### src/rtl/uart_pkg.sv
// Shared UART constants and pointer-width derivation used by the RX and TX FIFOs.
package uart_pkg;

  localparam int DATA_W_DEF = 8;
  localparam int DEPTH_DEF  = 8;

  // An extra wrap bit above the index bits distinguishes full from empty.
  function automatic int ptr_w(input int depth);
    return $clog2(depth) + 1;
  endfunction

endpackage

### src/rtl/uart_rx_fifo_if.sv
// Bus between the UART receiver / APB read side and the receive FIFO.
interface uart_rx_fifo_if #(
  parameter int DATA_W = uart_pkg::DATA_W_DEF,
  parameter int DEPTH  = uart_pkg::DEPTH_DEF
);
  import uart_pkg::*;

  localparam int CW = ptr_w(DEPTH);

  // Handshake: w_en_rx qualifies data_in as a valid character; there is no
  // ready, so a character arriving while full is dropped and flagged in ovf_rx.
  // r_en is a read request accepted only when !e_rx; an accepted read returns
  // data_out together with a one-cycle rd_valid pulse after the sampling edge.
  logic              w_en_rx;
  logic [DATA_W-1:0] data_in;
  logic              r_en;
  logic              ovf_clr;
  logic [DATA_W-1:0] data_out;
  logic              rd_valid;
  logic              f_rx;
  logic              e_rx;
  logic              af_rx;
  logic [CW-1:0]     count;
  logic              ovf_rx;

  modport master (
    output w_en_rx, data_in, r_en, ovf_clr,
    input  data_out, rd_valid, f_rx, e_rx, af_rx, count, ovf_rx
  );

  modport slave (
    input  w_en_rx, data_in, r_en, ovf_clr,
    output data_out, rd_valid, f_rx, e_rx, af_rx, count, ovf_rx
  );

endinterface

### src/rtl/uart_edge_det.sv
// Rising-edge detector: one-cycle pulse in the cycle the input first goes high.
module uart_edge_det (
  input  logic clk,
  input  logic rst,
  input  logic sig,
  output logic rise
);

  logic sig_q;

  always_ff @(posedge clk or negedge rst) begin
    if (!rst) sig_q <= 1'b0;
    else      sig_q <= sig;
  end

  // Combinational against the registered history so the write is not delayed.
  assign rise = sig & ~sig_q;

endmodule

### src/rtl/uart_rx_fifo.sv
// Receive FIFO with fill level, almost-full and sticky overrun.
// Optional FIFO_RX_EDGE_DET_EN: one write per rising edge of w_en_rx.
module uart_rx_fifo
  import uart_pkg::*;
#(
  parameter int DATA_W   = DATA_W_DEF,
  parameter int DEPTH    = DEPTH_DEF,
  parameter int AF_LEVEL = DEPTH - 2
) (
  input logic          clk,
  input logic          rst,
  uart_rx_fifo_if.slave bus
);

  localparam int AW = $clog2(DEPTH);
  localparam int PW = ptr_w(DEPTH);

  logic [PW-1:0]     w_ptr;
  logic [PW-1:0]     r_ptr;
  logic [DATA_W-1:0] mem [DEPTH];
  logic              wr_evt;
  logic              wr_acc;
  logic              rd_acc;
  logic              full;
  logic              empty;
  logic [PW-1:0]     level;

`ifdef FIFO_RX_EDGE_DET_EN
  uart_edge_det u_edge_det (
    .clk  (clk),
    .rst  (rst),
    .sig  (bus.w_en_rx),
    .rise (wr_evt)
  );
`else
  assign wr_evt = bus.w_en_rx;
`endif

  assign full   = (w_ptr[AW] != r_ptr[AW]) && (w_ptr[AW-1:0] == r_ptr[AW-1:0]);
  assign empty  = (w_ptr == r_ptr);
  assign level  = w_ptr - r_ptr;
  assign rd_acc = bus.r_en && !empty;
  // A read in the same edge frees the slot, so a full FIFO can still accept.
  assign wr_acc = wr_evt && (!full || rd_acc);

  assign bus.f_rx  = full;
  assign bus.e_rx  = empty;
  assign bus.count = level;
  assign bus.af_rx = (32'(level) >= AF_LEVEL);

  // Storage carries no reset; validity is defined solely by the pointers.
  always_ff @(posedge clk) begin
    if (wr_acc) mem[w_ptr[AW-1:0]] <= bus.data_in;
  end

  always_ff @(posedge clk or negedge rst) begin
    if (!rst) begin
      w_ptr        <= '0;
      r_ptr        <= '0;
      bus.data_out <= '0;
      bus.rd_valid <= 1'b0;
      bus.ovf_rx   <= 1'b0;
    end else begin
      bus.rd_valid <= rd_acc;
      if (wr_acc) w_ptr <= w_ptr + 1'b1;
      if (rd_acc) begin
        r_ptr        <= r_ptr + 1'b1;
        bus.data_out <= mem[r_ptr[AW-1:0]];
      end
      // Set has priority over clear so a coincident overrun is never lost.
      if (wr_evt && full && !rd_acc) bus.ovf_rx <= 1'b1;
      else if (bus.ovf_clr)          bus.ovf_rx <= 1'b0;
    end
  end

endmodule

### src/flat_wrapper.sv
// flat-port wrapper written by rule: the top's interface ports become plain ports
module uart_rx_fifo_flat import uart_pkg::*;
#(
  parameter int DATA_W   = DATA_W_DEF,
  parameter int DEPTH    = DEPTH_DEF,
  parameter int AF_LEVEL = DEPTH - 2
)
  (clk, rst, bus_w_en_rx, bus_data_in, bus_r_en, bus_ovf_clr, bus_data_out, bus_rd_valid, bus_f_rx, bus_e_rx, bus_af_rx, bus_count, bus_ovf_rx);
  uart_rx_fifo_if #(.DATA_W(DATA_W), .DEPTH(DEPTH)) bus_i ();
  input logic clk;
  input logic rst;
  input wire logic [$bits(bus_i.w_en_rx)-1:0] bus_w_en_rx;
  input wire logic [$bits(bus_i.data_in)-1:0] bus_data_in;
  input wire logic [$bits(bus_i.r_en)-1:0] bus_r_en;
  input wire logic [$bits(bus_i.ovf_clr)-1:0] bus_ovf_clr;
  output wire logic [$bits(bus_i.data_out)-1:0] bus_data_out;
  output wire logic [$bits(bus_i.rd_valid)-1:0] bus_rd_valid;
  output wire logic [$bits(bus_i.f_rx)-1:0] bus_f_rx;
  output wire logic [$bits(bus_i.e_rx)-1:0] bus_e_rx;
  output wire logic [$bits(bus_i.af_rx)-1:0] bus_af_rx;
  output wire logic [$bits(bus_i.count)-1:0] bus_count;
  output wire logic [$bits(bus_i.ovf_rx)-1:0] bus_ovf_rx;
  assign bus_i.w_en_rx = bus_w_en_rx;
  assign bus_i.data_in = bus_data_in;
  assign bus_i.r_en = bus_r_en;
  assign bus_i.ovf_clr = bus_ovf_clr;
  assign bus_data_out = bus_i.data_out;
  assign bus_rd_valid = bus_i.rd_valid;
  assign bus_f_rx = bus_i.f_rx;
  assign bus_e_rx = bus_i.e_rx;
  assign bus_af_rx = bus_i.af_rx;
  assign bus_count = bus_i.count;
  assign bus_ovf_rx = bus_i.ovf_rx;
  uart_rx_fifo #(.DATA_W(DATA_W), .DEPTH(DEPTH), .AF_LEVEL(AF_LEVEL)) u_core (.clk(clk), .rst(rst), .bus(bus_i));
endmodule
### config.mk
export PLATFORM = sky130hd
export DESIGN_NAME = uart_rx_fifo_flat
export DESIGN_NICKNAME = d
export VERILOG_FILES = /design/src/rtl/uart_pkg.sv /design/src/rtl/uart_rx_fifo_if.sv /design/src/rtl/uart_edge_det.sv /design/src/rtl/uart_rx_fifo.sv /design/src/flat_wrapper.sv
export SDC_FILE = /design/constraint.sdc
export NUM_CORES = 1
export LEC_CHECK = 0
export ABC_AREA = 1
export BUFFER_PORTS_ARGS = -buffer_cell sky130_fd_sc_hd__buf_4
export CAP_MARGIN = 25
export CORE_MARGIN = 3
export CORE_UTILIZATION = 54
export CTS_CLUSTER_DIAMETER = 100
export CTS_CLUSTER_SIZE = 25
export DETAILED_ROUTE_END_ITERATION = 12
export PLACE_DENSITY = 0.76
export SETUP_SLACK_MARGIN = 0.15
export SLEW_MARGIN = 20
export SYNTH_ARGS = -nofsm -noshare
export SYNTH_HDL_FRONTEND = slang
export SYNTH_SLANG_ARGS = --single-unit
### constraint.sdc
create_clock -name clk -period 2.4 [get_ports clk]
set_input_delay 0.12 -clock clk [delete_from_list [all_inputs] [get_ports clk]]
set_output_delay 0.12 -clock clk [all_outputs]
set_load 0.01 [all_outputs]
==> results of run 1 <==
## per-layer routing
metal,vias up,part of all wire (%)
li1,1243,-
met1,1172,44
met2,119,45
met3,22,8.0
met4,0,2.9
met5,-,0
## synth_stat cells (all sizes together)
| cell | instances | share of area [%] |
|---|---|---|
| o21ai | 4 | 0.53 |
| nand2 | 124 | 14 |
| ha | 5 | 1.7 |
| fa | 1 | 0.53 |
| nand3 | 59 | 9.1 |
| buf | 13 | 2.3 |
| xor2 | 4 | 0.93 |
| nor2 | 10 | 1.2 |
| edfxtp | 64 | 51 |
| clkinv | 1 | 0.13 |
| inv | 63 | 6.4 |
| dfrtp | 18 | 12 |
| xnor2 | 2 | 0.46 |
| a21oi | 1 | 0.13 |
## state kept, by name (all words and copies together), names as in the netlist
register and count:
u_core.bus.rd_valid 1, u_core.mem 64, u_core.bus.ovf_rx 1, u_core.r_ptr 4, u_core.bus.data_out 8, u_core.w_ptr 4
## final cells by class
type                            instances  area (sq um)  area share, %
Sequential cell                        82          2370           54.9
Multi-Input combinational cell        210          1080           25.0
Timing Repair Buffer                   38           290           6.71
Inverter                               64           249           5.76
Clock buffer                           10           128           2.95
Tap cell                               93           116           2.69
Clock inverter                          6          88.8           2.05
## placed cells by master (no fill, tap or decap), types with 5 or more instances in the layout
cell type | netlist | layout
sky130_fd_sc_hd__ha_1 | 5 | 5
sky130_fd_sc_hd__nor2_1 | 9 | 7
sky130_fd_sc_hd__nand3_1 | 49 | 49
sky130_fd_sc_hd__nand3_2 | 10 | 10
sky130_fd_sc_hd__nand2_2 | 11 | 11
sky130_fd_sc_hd__nand2_1 | 110 | 110
sky130_fd_sc_hd__buf_4 | 3 | 36
sky130_fd_sc_hd__edfxtp_1 | 64 | 64
sky130_fd_sc_hd__inv_1 | 59 | 59
sky130_fd_sc_hd__clkbuf_8 | 0 | 9
sky130_fd_sc_hd__dfrtp_1 | 18 | 17
## path summary, 6_finish.rpt
path	endpoint	slack, ns	cells past startpoint
max in group asynchronous	u_core.w_ptr[0]	2.01	2
max reg2reg	u_core.mem[0][5]	0.15	6
min reg2reg	u_core.bus.data_out[2]	0.50	2
max	u_core.mem[0][5]	0.15	6
min	u_core.mem[6][0]	0.02	1
min in group asynchronous	u_core.bus.ovf_rx	0.16	2
## stage by stage
step / std cells / worst slack [ns] / cell area [sq um] / utilization, % / hold slack [ns]
floorplan: 369 / 0.137 / 3780 / - / -0.176
finish: 503 / 0.154 / 4330 / 65.9 / 0.0232
global route: 503 / 0.00545 / 4330 / 65.9 / 0.0115
global placement: 485 / 0.265 / 4080 / 62.2 / 0.00487
detailed placement: 485 / 0.165 / 4080 / 62.2 / 0.00862
CTS: 503 / 0.143 / 4320 / 65.8 / 0.0106
## worst register-to-register path: stages (launching register included)
cell                      delay [ns]
sky130_fd_sc_hd__dfrtp_1        0.51
sky130_fd_sc_hd__ha_1           0.38
sky130_fd_sc_hd__nand3_2        0.13
sky130_fd_sc_hd__nor2_4         0.06
sky130_fd_sc_hd__nand2_2        0.10
sky130_fd_sc_hd__nand2_2        0.18
sky130_fd_sc_hd__nor2_1         0.52
## logic make-up after synthesis
family	after synthesis	synth area share (%)
compound gates	5	0.661
xor+xnor	6	1.39
fa+ha+maj	6	2.18
buf+inv	77	8.90
flops	82	62.7
simple gates	193	24.2
## power by group
group | internal [mW] | switching [mW] | total (mW)
registers | 1.83 | 0.153 | 1.98
clock network | 0.590 | 0.503 | 1.09
logic | 0.917 | 1.52 | 2.43
total | 3.33 | 2.17 | 5.51
## timing repair
action	in CTS	in global routing
setup endpoints to repair	8	33
gates resized for setup	1	2
endpoints found under the hold margin	19	0
hold buffers	2	0
==> flow_metrics.env, run 1 <==
export IMPL_syn_area_per_cell_sq_um=10.3
export IMPL_total_power_per_unit_cell_area_mw_per_mm2=1270
export IMPL_wire_length_of_the_first_global_routing_pass_um=12700
export IMPL_fp_dieArea_sq_mm=0.00805
export IMPL_remaining_drc_errors=0
export IMPL_setup_violations_final=0
export IMPL_timing_rr_start="u_core.w_ptr[1]"
export IMPL_slew_headroom_pct=60.2
export IMPL_avgRoutedWirePerCell_um=15.8
export IMPL_syn_cell_area_sq_mm=0.00378
export IMPL_tritoncts_num_buffers=9
export IMPL_die_outline_width_um=89.7
export IMPL_netlist_cell_type_count=23
export IMPL_detail_route_iter0_violations=255
export IMPL_synth_fp_nets=388
export IMPL_pin_count=30
export IMPL_power_leakage_nw=1.96
export IMPL_status="finished, final reports clean"
export IMPL_tritoncts="built"
export IMPL_fp_row_count=29
export IMPL_first_global_vias=2472
export IMPL_power_total_mw=5.51
export IMPL_io_buffers=29
export IMPL_drive_gt1_share_pct=20.2
export IMPL_routed_wirelength_um=7960
export IMPL_min_delay_start="bus_data_in[0]"
export IMPL_skew_ns=0.00767
export IMPL_clkTransAtPathRegs_ns=0.09
export IMPL_maxClockFrequency_mhz=445
export IMPL_max_cap_violations=0
export IMPL_vias=2556
export IMPL_postSynthCellCount=369
export IMPL_layout_min_cycle_time_ns=2.25
export IMPL_grt_start_max_net_pins=36
export IMPL_max_clock_path_buffers=2
export IMPL_drt_first_pass_iters=5
export IMPL_worstPathCellList="ha_1, nand3_2, nor2_4, nand2_2, nand2_2, nor2_1"
export IMPL_cpMostUsedCell="sky130_fd_sc_hd__nand2_2"
export IMPL_numClockSinks=82
export IMPL_design_core_area_sq_mm=0.00657
export IMPL_layout_worst_path_cycle_share_pct=93.6
export IMPL_layout_net_count=424
export IMPL_htreeDepth=3
export IMPL_yosys_warnings=0
export IMPL_syn2layout_area_growth_pct=14.3
export IMPL_setup_total_negative_slack_ns=0
export IMPL_crit_required_ns=2.39
export IMPL_ys_ff_latch=82
export IMPL_globalRouteMet1Util_pct=27.5
export IMPL_use_met2_pct=31.0
export IMPL_slew_violations=0
export IMPL_diodes_inserted=0
export IMPL_cp_startpoint="u_core.w_ptr[1]"
export IMPL_max_stage_delay_ns=0.52
export IMPL_num_fill_cells=528
export IMPL_met3_usage_pct=6.93
export IMPL_cts_setup_buffers=0
export IMPL_critical_path_endpoint_type="register"
export IMPL_die_y_um=89.7
export IMPL_grt_remaining_overflow=0
export IMPL_worst_endpoint_arrival_ns=2.24
export IMPL_timing_critical_path_fanout_max=9
export IMPL_timing_setup_critical_path_class="reg2reg"
export IMPL_timing_final_hold_violations=0
export IMPL_hold_path_class="in2reg"
export IMPL_rsz0062_at_grt="yes"
export IMPL_proportion_of_synthesized_chip_area_in_sequential_cells_pct=62.7
export IMPL_number_of_antenna_violations_at_the_first_check_in_global_routing=0
export IMPL_critical_path_startpoint_type="register"
export IMPL_combined_global_route_utilization_of_all_metal_layers_pct=20.5
export IMPL_critical_path_top_delay_family="simple AND/OR/NAND/NOR gates"
export IMPL_cp_num_buf_inv=0
export IMPL_top_usage_layer="met2"
export IMPL_clock_latency_late_sink_ns=0.35
export IMPL_dp_hpwl_um=5640
export IMPL_place_gp_congestion=0.940
export IMPL_clk_root_buffer_cell="sky130_fd_sc_hd__clkbuf_8"
export IMPL_worst_slew_pin_transition_ns=0.595
export IMPL_vdd_ir_drop_worst_mv=0.497
export IMPL_detail_route_vias_per_cell=5.08
export IMPL_slowest_stage="sky130_fd_sc_hd__nor2_1"
export IMPL_initial_utilization_pct=57.6
export IMPL_postRouteAntennaNets=0
Power figures use the tool's default switching activity.
==> run 2: changes to the inputs <==
--- a/config.mk
+++ b/config.mk
@@ -6,7 +6,7 @@
 export NUM_CORES = 1
 export LEC_CHECK = 0
 export ABC_AREA = 1
-export BUFFER_PORTS_ARGS = -buffer_cell sky130_fd_sc_hd__buf_4
+export BUFFER_PORTS_ARGS = -buffer_cell sky130_fd_sc_hd__buf_2
 export CAP_MARGIN = 25
 export CORE_MARGIN = 3
 export CORE_UTILIZATION = 54
==> run 2 against run 1 <==
Against the previous run: global-route usage is 1.0 points higher; setup slack better by 0.12 ns; clock skew is 0.0017 ns lower; via count is 1.9% higher; fmax is 5.6% higher; first-iteration DRC count is 13% higher; largest cell class unchanged; highest routed layer unchanged.
==> flow_metrics.env, run 2 (synthesis results as in run 1) <==
export IMPL_place_worst_setup_slack_ns=0.180
export IMPL_io_buffers=29
export IMPL_worst_slew_pin_transition_ns=0.548
export IMPL_number_of_antenna_violations_at_the_first_check_in_global_routing=0
export IMPL_postRouteAntennaNets=0
export IMPL_timing_hold_worst_endpoint="u_core.w_ptr[2]"
export IMPL_syn2layout_area_growth_pct=11.9
export IMPL_dp_cells=487
export IMPL_most_common_layout_cells="110 x sky130_fd_sc_hd__nand2_1, 64 x sky130_fd_sc_hd__edfxtp_1, 59 x sky130_fd_sc_hd__inv_1, 49 x sky130_fd_sc_hd__nand3_1, 29 x sky130_fd_sc_hd__buf_2"
export IMPL_place_gp_congestion=0.968
export IMPL_numClockSinks=82
export IMPL_clock_latency_late_sink_ns=0.37
export IMPL_pin_count=30
export IMPL_final_hold_worst_slack_ns=0.0575
export IMPL_skew_ns=0.00600
export IMPL_max_cap_violations=0
export IMPL_rsz0062_at_grt="no"
export IMPL_die_y_um=89.7
export IMPL_worst_r2r_endpoint="u_core.mem[0][2]"
export IMPL_setup_violations_final=0
export IMPL_first_global_vias=2491
export IMPL_routed_wirelength_um=8330
export IMPL_diodes_inserted=0
export IMPL_slew_violations=0
export IMPL_timing_setup_critical_path_class="reg2out"
export IMPL_number_of_flip_flops_under_the_largest_register_name=64
export IMPL_max_clock_path_buffers=2
export IMPL_hold_path_class="in2reg"
export IMPL_timing_critical_path_fanout_max=7
export IMPL_design_core_area_sq_mm=0.00657
export IMPL_clkTransAtPathRegs_ns=0.08
export IMPL_setup_total_negative_slack_ns=0
export IMPL_critical_path_endpoint_type="output port"
export IMPL_critical_path_startpoint_type="register"
export IMPL_avgRoutedWirePerCell_um=16.5
export IMPL_die_outline_width_um=89.7
export IMPL_detail_route_iter0_violations=288
export IMPL_tritoncts_num_buffers=9
export IMPL_fp_row_count=29
export IMPL_num_fill_cells=545
export IMPL_total_power_per_unit_cell_area_mw_per_mm2=1220
export IMPL_mostFrequentLayoutCell="sky130_fd_sc_hd__nand2_1"
export IMPL_cts_setup_buffers=0
export IMPL_timing_final_hold_violations=0
export IMPL_grt_remaining_overflow=0
export IMPL_vdd_ir_drop_worst_mv=0.524
export IMPL_reg2reg_setup_slack_ns=0.30
export IMPL_whs_path_depth=3
export IMPL_layout_worst_path_cycle_share_pct=88.6
export IMPL_crit_required_ns=2.28
export IMPL_worst_endpoint_arrival_ns=2.01
export IMPL_layout_net_count=426
export IMPL_clk_root_buffer_cell="sky130_fd_sc_hd__clkbuf_8"
export IMPL_final_cells=505
export IMPL_drt_first_pass_iters=6
export IMPL_drive_gt1_share_pct=21.6
export IMPL_vias=2605
export IMPL_grt_start_max_net_pins=36
export IMPL_status="finished, final reports clean"
export IMPL_initial_utilization_pct=57.6
export IMPL_htreeDepth=3
export IMPL_power_leakage_nw=1.93
export IMPL_tritoncts="built"
export IMPL_maxClockFrequency_mhz=470
export IMPL_wire_length_of_the_first_global_routing_pass_um=12900
export IMPL_fp_dieArea_sq_mm=0.00805
export IMPL_timing_rr_start="u_core.w_ptr[2]"
export IMPL_post_route_util_pct=64.5
export IMPL_slew_headroom_pct=63.4
export IMPL_min_delay_start="bus_w_en_rx"
export IMPL_layout_min_cycle_time_ns=2.13
export IMPL_detail_route_vias_per_cell=5.16
export IMPL_layout_setup_ws_ns=0.274
export IMPL_r2r_cells=6
export IMPL_remaining_drc_errors=0
export IMPL_combined_global_route_utilization_of_all_metal_layers_pct=21.5
export IMPL_dp_hpwl_um=6010
[run 2: area by class of cell]
class                   instances  area, sq um  area share [%]
multi-input cells             210         1090            25.7
clock inverters                 7         53.8            1.27
repair buffers                 40          233            5.49
inverters                      64          249            5.88
clock buffers                   9          124            2.92
flip-flops and latches         82         2370            56.0
well taps                      93          116            2.75
[run 2: worst max path at each step]
stage                     from          endpoint  slack (ns)  cells after the start
2_1_floorplan  u_core.r_ptr[1]  u_core.mem[4][0]        0.14                      9
3_3_place_gp   u_core.w_ptr[0]  u_core.mem[7][0]        0.29                      7
3_5_place_dp   u_core.w_ptr[2]  u_core.mem[0][2]        0.18                      6
4_1_cts        u_core.w_ptr[2]  u_core.mem[0][2]        0.17                      6
5_1_grt        u_core.w_ptr[0]  u_core.mem[5][0]        0.14                      7
6_report       u_core.w_ptr[0]         bus_af_rx        0.27                      7
[run 2: through the flow]
| stage | total power [mW] | cell area, sq um |
|---|---|---|
| finish | 5.18 | 4240 |
| global route | 5.55 | 4240 |
| CTS | 5.18 | 4220 |
| detailed placement | 4.27 | 4030 |
| global placement | 4.23 | 4030 |
| floorplan | 3.63 | 3780 |
[run 2: timing repair]
item / CTS / global route
gates resized for setup: 0 / 5
hold buffers: 2 / 0
setup endpoints to repair: 0 / 40
hold endpoints to repair: 19 / 0
[run 2: report_power, final]
part	total, mW	switching, mW	internal, mW
Sequential	1.98	0.155	1.82
Combinational	2.29	1.49	0.795
Clock	0.918	0.536	0.382
Total	5.18	2.18	3.00
[run 2: metal layers]
metal / global-route usage (%) / wire (um)
met1: 27.9 / 3560
met2: 35.2 / 4100
met3: 4.92 / 459
met4: 8.94 / 203
met5: 0 / 0
[run 2: critical path, cell delays in order (launching register included)]
cell and delay (ns):
sky130_fd_sc_hd__dfrtp_1 0.45, sky130_fd_sc_hd__inv_1 0.11, sky130_fd_sc_hd__ha_1 0.22, sky130_fd_sc_hd__fa_1 0.39
sky130_fd_sc_hd__xnor2_1 0.23, sky130_fd_sc_hd__nand2_1 0.07, sky130_fd_sc_hd__nand2_1 0.06, sky130_fd_sc_hd__buf_2 0.12
==> run 3: changes to the inputs <==
--- a/config.mk
+++ b/config.mk
@@ -15,7 +15,6 @@
 export DETAILED_ROUTE_END_ITERATION = 12
 export PLACE_DENSITY = 0.76
 export SETUP_SLACK_MARGIN = 0.15
-export SLEW_MARGIN = 20
 export SYNTH_ARGS = -nofsm -noshare
 export SYNTH_HDL_FRONTEND = slang
 export SYNTH_SLANG_ARGS = --single-unit
==> constraint.sdc (replaced) <==
create_clock -name clk -period 2.4 [get_ports clk]
set_input_delay 0.6 -clock clk [delete_from_list [all_inputs] [get_ports clk]]
set_output_delay 0.6 -clock clk [all_outputs]
set_load 0.01 [all_outputs]
==> run 3 against run 2 <==
Against the previous run: combinational power increased by 16%; hold slack gained 0.12 ns; sequential power about the same; sequential share of layout area shrank 1.9 points; critical path depth stayed put; critical path type unchanged.
==> flow_metrics.env, run 3 (synthesis results as in run 1) <==
export IMPL_detail_route_iter0_violations=174
export IMPL_worst_slew_pin_transition_ns=0.570
export IMPL_tritoncts="built"
export IMPL_crit_required_ns=1.80
export IMPL_numClockSinks=82
export IMPL_layout_worst_path_cycle_share_pct=96.7
export IMPL_syn2layout_area_growth_pct=16.1
export IMPL_dp_hpwl_um=4750
export IMPL_pin_count=30
export IMPL_io_buffers=29
export IMPL_critical_path_startpoint_type="register"
export IMPL_status="finished, final reports clean"
export IMPL_first_global_vias=2455
export IMPL_setup_total_negative_slack_ns=0
export IMPL_power_leakage_nw=2.01
export IMPL_worstPathCellList="inv_2, ha_4, fa_2, inv_2, nand2_1, nand2_1, buf_2"
export IMPL_avgRoutedWirePerCell_um=14.7
export IMPL_hold_path_class="in2async"
export IMPL_layout_net_count=437
export IMPL_die_outline_width_um=89.7
export IMPL_wire_length_of_the_first_global_routing_pass_um=12200
export IMPL_total_area_of_multi_input_combinational_cells_sq_mm=0.00115
export IMPL_cp_num_buf_inv=3
export IMPL_critical_path_top_delay_family="adder cells"
export IMPL_combined_global_route_utilization_of_all_metal_layers_pct=19.8
export IMPL_vias=2570
export IMPL_initial_utilization_pct=57.6
export IMPL_number_of_antenna_violations_at_the_first_check_in_global_routing=0
export IMPL_timing_critical_path_fanout_max=2
export IMPL_layout_setup_ws_ns=0.0790
export IMPL_max_cap_violations=0
export IMPL_timing_setup_critical_path_class="reg2out"
export IMPL_setup_violations_final=0
export IMPL_max_stage_delay_ns=0.52
export IMPL_maxClockFrequency_mhz=431
export IMPL_clock_latency_late_sink_ns=0.34
export IMPL_design_core_area_sq_mm=0.00657
export IMPL_max_clock_path_buffers=2
export IMPL_grt_remaining_overflow=0
export IMPL_skew_ns=0.00553
export IMPL_drive_gt1_share_pct=25.5
export IMPL_fp_dieArea_sq_mm=0.00805
export IMPL_htreeDepth=3
export IMPL_rsz0062_at_grt="yes"
export IMPL_final_hold_worst_slack_ns=0.181
export IMPL_clk_root_buffer_cell="sky130_fd_sc_hd__clkbuf_8"
export IMPL_place_gp_congestion=0.832
export IMPL_remaining_drc_errors=0
export IMPL_fp_row_count=29
export IMPL_slew_violations=0
export IMPL_post_route_util_pct=66.9
export IMPL_total_power_per_unit_cell_area_mw_per_mm2=1270
export IMPL_mostFrequentLayoutCell="sky130_fd_sc_hd__nand2_1"
export IMPL_postRouteAntennaNets=0
export IMPL_timing_final_hold_violations=0
export IMPL_critical_path_endpoint_type="output port"
export IMPL_clkTransAtPathRegs_ns=0.08
export IMPL_num_fill_cells=468
export IMPL_most_common_layout_cells="109 x sky130_fd_sc_hd__nand2_1, 64 x sky130_fd_sc_hd__edfxtp_1, 57 x sky130_fd_sc_hd__inv_1, 49 x sky130_fd_sc_hd__nand3_1, 28 x sky130_fd_sc_hd__buf_2"
export IMPL_detail_route_vias_per_cell=4.98
export IMPL_tritoncts_num_buffers=9
export IMPL_number_of_flip_flops_under_the_largest_register_name=64
export IMPL_grt_start_max_net_pins=36
export IMPL_slew_headroom_pct=61.9
export IMPL_routed_wirelength_um=7580
export IMPL_die_y_um=89.7
export IMPL_slowest_stage="sky130_fd_sc_hd__fa_2"
export IMPL_place_worst_setup_slack_ns=0.210
export IMPL_vdd_ir_drop_worst_mv=0.609
export IMPL_final_seq_area_sq_mm=0.00238
export IMPL_worst_endpoint_arrival_ns=1.72
export IMPL_drt_first_pass_iters=4
export IMPL_layout_min_cycle_time_ns=2.32
export IMPL_diodes_inserted=0
[run 3: changes by cell type in the layout (fill, tap and decap cells not counted), moves of 3 or more]
cell                      previous run  this run
sky130_fd_sc_hd__buf_4               9        22
sky130_fd_sc_hd__nor2_1              4         9
sky130_fd_sc_hd__dfrtp_2             0         3
sky130_fd_sc_hd__dfrtp_1            18        15
sky130_fd_sc_hd__ha_4                0         3
sky130_fd_sc_hd__nor2_2              5         0
sky130_fd_sc_hd__ha_1                5         2
[run 3: routing by layer]
layer | track usage, % | routed length, um | vias up
li1 | - | - | 1275
met1 | 24.7 | 3060 | 1212
met2 | 33.3 | 3950 | 72
met3 | 3.17 | 457 | 11
met4 | 10.6 | 119 | 0
met5 | 0 | 0 | -
[run 3: where the power goes]
group          switching [mW]  total, mW  leakage (nW)  internal (mW)
clock                   0.476      0.954        0.0909          0.478
sequential              0.122       1.95         0.799           1.83
combinational            1.61       2.66          1.12           1.05
[run 3: area by class of cell]
class                   count  area share (%)
clock inverters             5            1.25
multi-input cells         210            26.1
clock buffers              11            2.99
flip-flops and latches     82            54.1
repair buffers             51            7.21
inverters                  64            5.67
well taps                  93            2.65
[run 3: timing repair]
action                                  CTS  global route
endpoints found under the setup margin    6             6
buffers inserted                          7             0
gates resized for setup                  16             2
pin swaps                                 6             1
hold buffers                              0             0
[run 3: through the flow]
stage	total power, mW	area, sq um	instances
2_1_floorplan	3.63	3780	369
3_3_place_gp	4.23	4070	493
3_5_place_dp	4.30	4070	493
4_1_cts	5.52	4380	516
5_1_grt	5.95	4390	516
6_report	5.56	4390	516
[run 3: final timing paths]
kind	start	endpoint	slack (ns)	cells past startpoint
setup / recovery	u_core.w_ptr[0]	bus_af_rx	0.08	7
hold / removal	rst	u_core.bus.ovf_rx	0.18	1
setup reg to reg	u_core.r_ptr[1]	u_core.mem[0][3]	0.38	9
hold reg to reg	u_core.bus.data_out[3]	u_core.bus.data_out[3]	0.49	2
max in group asynchronous	rst	u_core.w_ptr[0]	1.90	1
min in group clk	bus_ovf_clr	u_core.bus.ovf_rx	0.43	2
[run 3: worst reg2reg max path: cells and delay by family (launching register included)]
kind,cells,cell delay [ns]
buffers and inverters,3,0.44
adder cells (fa/ha/maj),1,0.21
flip-flops,1,0.44
AND/OR/NAND/NOR,5,0.65
